$ cat src/rtl/matmul_sequencer_if.sv
// ---------------------------------------------------------------------------
// matmul_sequencer_if
// Streaming handshake bundle for the 3x3 matrix-multiply sequencer.
//   in_valid/in_data/in_ready     : element stream, A[0..8] then B[0..8]
//   out_valid/out_data/out_ready  : result stream C[0..8], row-major
//   out_last                      : marks C[8]
//   busy                          : sequencer is not idle
// Modport "slave" is the sequencer side, "master" is the producer/consumer.
// ---------------------------------------------------------------------------
interface matmul_sequencer_if #(
  parameter int DATA_W = 8,
  parameter int ACC_W  = 2*DATA_W+2
);
  logic              in_valid;
  logic [DATA_W-1:0] in_data;
  logic              in_ready;
  logic              out_valid;
  logic [ACC_W-1:0]  out_data;
  logic              out_ready;
  logic              out_last;
  logic              busy;

  modport master (
    output in_valid, in_data, out_ready,
    input  in_ready, out_valid, out_data, out_last, busy
  );

  modport slave (
    input  in_valid, in_data, out_ready,
    output in_ready, out_valid, out_data, out_last, busy
  );
endinterface

$ cat src/rtl/matmul_sequencer.sv
// ---------------------------------------------------------------------------
// matmul_sequencer
// Loads two 3x3 unsigned matrices A and B element by element, computes
// C = A x B with a single multiply-accumulate unit (27 cycles), then streams
// the nine C elements out with a valid/ready handshake.
// Ports:
//   clk    : clock, rising-edge
//   rst_n  : asynchronous active-low reset, abandons any operation
//   bus    : matmul_sequencer_if.slave (element in, result out, busy)
// All interface outputs are registered; their next values are derived from
// the next state so they line up with the state register.
// ---------------------------------------------------------------------------
module matmul_sequencer #(
  parameter int DATA_W = 8,
  parameter int ACC_W  = 2*DATA_W+2
) (
  input  logic              clk,
  input  logic              rst_n,
  matmul_sequencer_if.slave bus
);

  typedef enum logic [1:0] {
    IDLE    = 2'd0,
    LOAD    = 2'd1,
    COMPUTE = 2'd2,
    DRAIN   = 2'd3
  } state_t;

  state_t            state_q, state_d;
  logic [4:0]        load_cnt_q, load_cnt_d;
  logic [1:0]        i_q, i_d, j_q, j_d, k_q, k_d;
  logic [3:0]        out_idx_q, out_idx_d;
  logic [ACC_W-1:0]  acc_q, acc_d;

  logic              in_ready_q, in_ready_d;
  logic              out_valid_q, out_valid_d;
  logic              out_last_q, out_last_d;
  logic              busy_q, busy_d;
  logic [ACC_W-1:0]  out_data_q, out_data_d;

  logic [DATA_W-1:0] a_q [0:8];
  logic [DATA_W-1:0] b_q [0:8];
  logic [ACC_W-1:0]  c_q [0:8];

  logic                in_beat_s, out_beat_s, mac_last_s, c_we_s;
  logic [4:0]          ld_cnt_s;
  logic [3:0]          ld_b_s;
  logic [3:0]          a_idx_s, b_idx_s, c_idx_s;
  logic [2*DATA_W-1:0] prod_s;
  logic [ACC_W-1:0]    mac_sum_s;

  assign in_beat_s  = bus.in_valid & in_ready_q;
  assign out_beat_s = out_valid_q & bus.out_ready;
  assign mac_last_s = (state_q == COMPUTE) && (i_q == 2'd2) && (j_q == 2'd2) && (k_q == 2'd2);

  // In IDLE the accepted element is always A[0]; B indices wrap modulo 16
  // so load counts 9..17 map onto 0..8 using only the low four bits.
  assign ld_cnt_s = (state_q == IDLE) ? 5'd0 : load_cnt_q;
  assign ld_b_s   = ld_cnt_s[3:0] - 4'd9;

  assign a_idx_s   = ({2'b00, i_q} * 4'd3) + {2'b00, k_q};
  assign b_idx_s   = ({2'b00, k_q} * 4'd3) + {2'b00, j_q};
  assign c_idx_s   = ({2'b00, i_q} * 4'd3) + {2'b00, j_q};
  assign prod_s    = a_q[a_idx_s] * b_q[b_idx_s];
  assign mac_sum_s = ((k_q == 2'd0) ? {ACC_W{1'b0}} : acc_q) + ACC_W'(prod_s);
  assign c_we_s    = (state_q == COMPUTE) && (k_q == 2'd2);

  assign bus.in_ready  = in_ready_q;
  assign bus.out_valid = out_valid_q;
  assign bus.out_data  = out_data_q;
  assign bus.out_last  = out_last_q;
  assign bus.busy      = busy_q;

  // State register.
  always_ff @(posedge clk or negedge rst_n) begin
    if (!rst_n) begin
      state_q <= IDLE;
    end else begin
      state_q <= state_d;
    end
  end

  // Next-state logic.
  always_comb begin
    state_d = state_q;
    case (state_q)
      IDLE: begin
        if (in_beat_s) state_d = LOAD;
        else           state_d = IDLE;
      end
      LOAD: begin
        if (in_beat_s && (load_cnt_q == 5'd17)) state_d = COMPUTE;
        else                                    state_d = LOAD;
      end
      COMPUTE: begin
        if (mac_last_s) state_d = DRAIN;
        else            state_d = COMPUTE;
      end
      DRAIN: begin
        if (out_beat_s && (out_idx_q == 4'd8)) state_d = IDLE;
        else                                   state_d = DRAIN;
      end
      default: state_d = IDLE;
    endcase
  end

  // Registered output next values, aligned with the next state.
  always_comb begin
    in_ready_d  = (state_d == IDLE) || (state_d == LOAD);
    out_valid_d = (state_d == DRAIN);
    out_last_d  = (state_d == DRAIN) && (out_idx_d == 4'd8);
    busy_d      = (state_d != IDLE);
    if (state_d == DRAIN) begin
      out_data_d = c_q[out_idx_d];
    end else begin
      out_data_d = {ACC_W{1'b0}};
    end
  end

  // Output registers.
  always_ff @(posedge clk or negedge rst_n) begin
    if (!rst_n) begin
      in_ready_q  <= 1'b0;
      out_valid_q <= 1'b0;
      out_last_q  <= 1'b0;
      busy_q      <= 1'b0;
      out_data_q  <= {ACC_W{1'b0}};
    end else begin
      in_ready_q  <= in_ready_d;
      out_valid_q <= out_valid_d;
      out_last_q  <= out_last_d;
      busy_q      <= busy_d;
      out_data_q  <= out_data_d;
    end
  end

  // Counter and accumulator next values.
  always_comb begin
    load_cnt_d = load_cnt_q;
    i_d        = i_q;
    j_d        = j_q;
    k_d        = k_q;
    out_idx_d  = out_idx_q;
    acc_d      = acc_q;
    case (state_q)
      IDLE: begin
        if (in_beat_s) load_cnt_d = 5'd1;
        else           load_cnt_d = 5'd0;
        i_d       = 2'd0;
        j_d       = 2'd0;
        k_d       = 2'd0;
        out_idx_d = 4'd0;
      end
      LOAD: begin
        if (in_beat_s) begin
          if (load_cnt_q == 5'd17) load_cnt_d = 5'd0;
          else                     load_cnt_d = load_cnt_q + 5'd1;
        end else begin
          load_cnt_d = load_cnt_q;
        end
        i_d   = 2'd0;
        j_d   = 2'd0;
        k_d   = 2'd0;
        acc_d = {ACC_W{1'b0}};
      end
      COMPUTE: begin
        acc_d     = mac_sum_s;
        out_idx_d = 4'd0;
        // k innermost, then j (column), then i (row).
        if (k_q == 2'd2) begin
          k_d = 2'd0;
          if (j_q == 2'd2) begin
            j_d = 2'd0;
            if (i_q == 2'd2) i_d = 2'd0;
            else             i_d = i_q + 2'd1;
          end else begin
            j_d = j_q + 2'd1;
          end
        end else begin
          k_d = k_q + 2'd1;
        end
      end
      DRAIN: begin
        if (out_beat_s) begin
          if (out_idx_q == 4'd8) out_idx_d = 4'd0;
          else                   out_idx_d = out_idx_q + 4'd1;
        end else begin
          out_idx_d = out_idx_q;
        end
      end
      default: begin
        load_cnt_d = 5'd0;
        i_d        = 2'd0;
        j_d        = 2'd0;
        k_d        = 2'd0;
        out_idx_d  = 4'd0;
        acc_d      = {ACC_W{1'b0}};
      end
    endcase
  end

  // Counter and accumulator registers.
  always_ff @(posedge clk or negedge rst_n) begin
    if (!rst_n) begin
      load_cnt_q <= 5'd0;
      i_q        <= 2'd0;
      j_q        <= 2'd0;
      k_q        <= 2'd0;
      out_idx_q  <= 4'd0;
      acc_q      <= {ACC_W{1'b0}};
    end else begin
      load_cnt_q <= load_cnt_d;
      i_q        <= i_d;
      j_q        <= j_d;
      k_q        <= k_d;
      out_idx_q  <= out_idx_d;
      acc_q      <= acc_d;
    end
  end

  // Matrix storage; every element is rewritten before it is read, so no reset.
  always_ff @(posedge clk) begin
    if (in_beat_s) begin
      if (ld_cnt_s < 5'd9) a_q[ld_cnt_s[3:0]] <= bus.in_data;
      else                 b_q[ld_b_s]        <= bus.in_data;
    end
    if (c_we_s) c_q[c_idx_s] <= mac_sum_s;
  end

endmodule

$ cat src/flat_wrapper.sv
// flat-port wrapper written by rule: the top's interface ports become plain ports
module matmul_sequencer_flat 
#(
  parameter int DATA_W = 8,
  parameter int ACC_W  = 2*DATA_W+2
)
  (clk, rst_n, bus_in_valid, bus_in_data, bus_out_ready, bus_in_ready, bus_out_valid, bus_out_data, bus_out_last, bus_busy);
  matmul_sequencer_if #(.DATA_W(DATA_W), .ACC_W(ACC_W)) bus_i ();
  input  logic clk;
  input  logic rst_n;
  input wire logic [$bits(bus_i.in_valid)-1:0] bus_in_valid;
  input wire logic [$bits(bus_i.in_data)-1:0] bus_in_data;
  input wire logic [$bits(bus_i.out_ready)-1:0] bus_out_ready;
  output wire logic [$bits(bus_i.in_ready)-1:0] bus_in_ready;
  output wire logic [$bits(bus_i.out_valid)-1:0] bus_out_valid;
  output wire logic [$bits(bus_i.out_data)-1:0] bus_out_data;
  output wire logic [$bits(bus_i.out_last)-1:0] bus_out_last;
  output wire logic [$bits(bus_i.busy)-1:0] bus_busy;
  assign bus_i.in_valid = bus_in_valid;
  assign bus_i.in_data = bus_in_data;
  assign bus_i.out_ready = bus_out_ready;
  assign bus_in_ready = bus_i.in_ready;
  assign bus_out_valid = bus_i.out_valid;
  assign bus_out_data = bus_i.out_data;
  assign bus_out_last = bus_i.out_last;
  assign bus_busy = bus_i.busy;
  matmul_sequencer #(.DATA_W(DATA_W), .ACC_W(ACC_W)) u_core (.clk(clk), .rst_n(rst_n), .bus(bus_i));
endmodule
$ cat config.mk
export PLATFORM = sky130hd
export DESIGN_NAME = matmul_sequencer_flat
export DESIGN_NICKNAME = d
export VERILOG_FILES = /design/src/rtl/matmul_sequencer_if.sv /design/src/rtl/matmul_sequencer.sv /design/src/flat_wrapper.sv
export SDC_FILE = /design/constraint.sdc
export NUM_CORES = 1
export LEC_CHECK = 0
export CAP_MARGIN = 10
export CORE_UTILIZATION = 53
export DETAILED_ROUTE_END_ITERATION = 8
export GPL_TIMING_DRIVEN = 0
export PLACE_DENSITY_LB_ADDON = 0.25
export SLEW_MARGIN = 20
export SYNTH_ARGS = -nofsm -noshare
export SYNTH_HDL_FRONTEND = slang
export SYNTH_SLANG_ARGS = --single-unit
$ cat constraint.sdc
create_clock -name clk -period 8.5 [get_ports clk]
set_input_delay 2.125 -clock clk [delete_from_list [all_inputs] [get_ports clk]]
set_output_delay 2.125 -clock clk [all_outputs]
set_load 0.1 [all_outputs]
==> metrics.cfg <==
[finish]
final_nets=1496
drive_gt1_share_pct=11.25
final_cells=1830
fin_area_sq_um=19570
area_growth_pct=13.38
antennaDiodeCount=0
n_fill_cell=2401

[routing]
viasPerCell=5.726
vias=10479
drc=0
drt_wl_total_um=37810
routedWlPerCell_um=20.66
antenna_left=0
drtPass1Iterations=5
drtIter0Drc=869

[clocking]
postCtsSetupBuffers=0
path_clk_slew_ps=60
cts_tree=built
root_buffer=clkbuf_16
cts_buffers=37
clkSinkCount=363
worstSkewPairLatency_ps=540
cts_hold_buf=0
ctsResizeCount=0
htreeDepth=2
cts_buffer_depth=3

[sta]
hold_viol_final=0
finalCritPeriodShare_pct=91.45
worstMarginPinSlew_ps=1110
rsz0062_at_grt=false
skew_ps=21.16
maxSlewViolCount=0
min_period_ps=7773
setup_tns_ps=0
fmax_mhz=128.6
slew_headroom_pct=25.73
setup_violations=0

[synthesis]
synthCells=1280
synth-edff-count=306
synth_flop_cell=edfxtp_1
syn-cell-area_sq_um=17260
avgSynthCellArea_sq_um=13.49
synthArstFlopShare_pct=15.70
synth_fp_nets=1410
synth.distinct_cells=67
synth-seq-cells=363
ys_warn_count=0
yosysSeqAreaShare_pct=61.50

[floorplanning]
start_util_pct=54.28
die_h_um=182.5
ios=34
rows=65
fp.coreArea_sq_um=31800
die_area_sq_um=33300
die_w_um=182.5

[status]
status=finished, final reports clean

[critical_path]
critPathMaxStageDelay_ps=580
r2r_setup_slack_ps=730
worstReg2RegEnd=u_core.c_q[8][16]$_DFFE_PP_
r2r-start=u_core.i_q[0]$_DFFE_PN0P_
cp_slowest_cell=a21oi_1
cp_cell_sequence=inv_1 -> ha_1 -> inv_1 -> fa_1 -> buf_2 -> mux4_2 -> mux2i_1 -> a21oi_1 -> inv_1 -> nor2_1 -> fa_1 -> fa_1 -> fa_1 -> inv_1 -> fa_1 -> inv_1 -> ha_1 -> a21o_2 -> a211oi_2 -> o21ai_2 -> a311o_2 -> o31ai_2 -> xnor2_1
critPathLaunch=u_core.i_q[0]$_DFFE_PN0P_
cp_max_fo=16
startpoint_type=flip-flop
endpoint=u_core.c_q[8][16]$_DFFE_PP_
crit_required_ps=8690
critPathKind=flip-flop to flip-flop
critPathArrivalTime_ps=7960
reg2reg_depth=23
crit_path_end_kind=flip-flop

[placed_design]
place_inst=1763
gp_congestion=0.8588
io_buffers=33
post_dp_cell_area_sq_um=18360
hpwl_um=26150

[grt]
grt_max_degree=40
grt_first_pass_wirelength_um=59770
grt_use_total_pct=23.68
antenna_found_initial=0
grt_pass1_vias=10710
grt_remaining_overflow=0

[power_and_ir_drop]
powerDensity_nw_per_um2=293.5
ir_drop_mv=0.2616
leakagePower_nw=7.476

[flow_run]
drv_cap=0

[worst_hold_path]
hold_path.class=flip-flop to flip-flop

-- how the worst min path moves through the flow --
stage	startpoint	endpoint	slack, ps	depth (start not counted)
2_1_floorplan	u_core.c_q[8][15]$_DFFE_PP_	u_core.bus.out_data[15]$_DFF_PN0_	480	2
3_3_place_gp	u_core.c_q[8][6]$_DFFE_PP_	u_core.bus.out_data[6]$_DFF_PN0_	510	2
3_5_place_dp	u_core.c_q[8][16]$_DFFE_PP_	u_core.bus.out_data[16]$_DFF_PN0_	510	2
4_1_cts	u_core.c_q[8][16]$_DFFE_PP_	u_core.bus.out_data[16]$_DFF_PN0_	530	2
5_1_grt	u_core.c_q[8][16]$_DFFE_PP_	u_core.bus.out_data[16]$_DFF_PN0_	540	2
6_report	u_core.c_q[8][16]$_DFFE_PP_	u_core.bus.out_data[16]$_DFF_PN0_	530	2
-- flip-flops by register name (all words and copies together), names as in the netlist --
register / cells
u_core.bus.out_last: 1
u_core.c_q: 162
u_core.a_q: 72
u_core.state_q: 2
u_core.bus.out_valid: 1
u_core.bus.in_ready: 1
u_core.bus.busy: 1
u_core.out_idx_q: 4
u_core.j_q: 2
u_core.b_q: 72
u_core.acc_q: 18
u_core.load_cnt_q: 5
u_core.bus.out_data: 18
u_core.i_q: 2
u_core.k_q: 2
-- power breakdown --
group	total, mW	internal (mW)	switching (mW)	leakage [nW]
logic	1.66	0.468	1.19	3.33
clock network	1.61	0.930	0.682	0.588
registers	2.47	2.45	0.0227	3.56
total	5.74	3.85	1.90	7.48
-- cells by family (layout without fill, tap and decap cells) --
kind of cell | Yosys count | in the layout | share of synthesized area (%)
XOR/XNOR | 19 | 19 | 1.008
flip-flops | 363 | 363 | 61.50
multiplexers | 61 | 61 | 5.857
buffers and inverters | 179 | 294 | 4.037
AND/OR/NAND/NOR | 347 | 347 | 9.380
AO/OA/AOI/OAI | 193 | 193 | 7.321
adder cells (fa/ha/maj) | 118 | 118 | 10.90
-- cells in the mapped netlist, types with 27 or more instances --
cell,instances,share of area [%]
edfxtp_1,306,53
inv_1,122,2.7
nand2_1,118,2.6
nor2_1,93,2.0
ha_1,64,4.6
dfrtp_1,57,8.3
fa_1,54,6.3
o21ai_0,39,1.1
clkbuf_1,37,0.80
mux4_2,32,4.2
a21oi_1,29,0.84
a31oi_1,29,1.1
mux2i_1,29,1.7
a211oi_1,27,1.2
-- placed cells by master, fill, tap and decap left out, drive strengths merged, types with 22 or more instances in the layout --
cell,n
fa,54
clkdlybuf4s50,32
nand3,26
edfxtp,306
clkbuf,83
nor2,93
nand2,118
o21ai,49
and3,22
dfrtp,57
mux4,32
nor3,26
buf,33
a211oi,28
ha,64
a31oi,29
inv,128
a21oi,30
mux2i,29
-- final cells by class --
type / instances / area (sq um) / area share [%]
Sequential cell: 363 / 10620 / 54.24
Multi-Input combinational cell: 738 / 6035 / 30.83
Clock buffer: 47 / 993.5 / 5.076
Tap cell: 435 / 544.3 / 2.781
Timing Repair Buffer: 48 / 484.2 / 2.474
Inverter: 125 / 469.2 / 2.397
Buffer: 53 / 224.0 / 1.144
Clock inverter: 21 / 206.4 / 1.055
-- routing by layer --
metal	global-route usage [%]	vias to the layer above	part of all wire, %
met2	40.03	359	50
li1	-	4799	-
met1	31.19	5232	41
met4	9.143	0	3.4
met5	0	-	0
met3	3.293	89	5.7
-- critical path, delay by kind of cell, from the launching register on --
| family | cells | cell delay, ps |
|---|---|---|
| and+or+nand+nor | 1 | 200 |
| AOI/OAI and AO/OA | 6 | 1810 |
| xor gates and xnor gates | 1 | 450 |
| adders and majority gates | 7 | 3110 |
| buffers and inverters | 6 | 970 |
| muxes | 2 | 400 |
| DFF | 1 | 470 |
-- through the flow --
stage	utilization [%]	hold slack, ps	power (mW)	worst slack, ps
4_1_cts	61.51	525.4	5.731	333.1
2_1_floorplan	-	481.2	3.579	1661
5_1_grt	61.55	540.0	6.009	258.4
3_3_place_gp	57.03	509.1	4.068	500.2
6_report	61.55	528.8	5.744	726.7
3_5_place_dp	57.74	513.9	4.127	406.8
No activity file was read; power rests on OpenSTA's default activity.
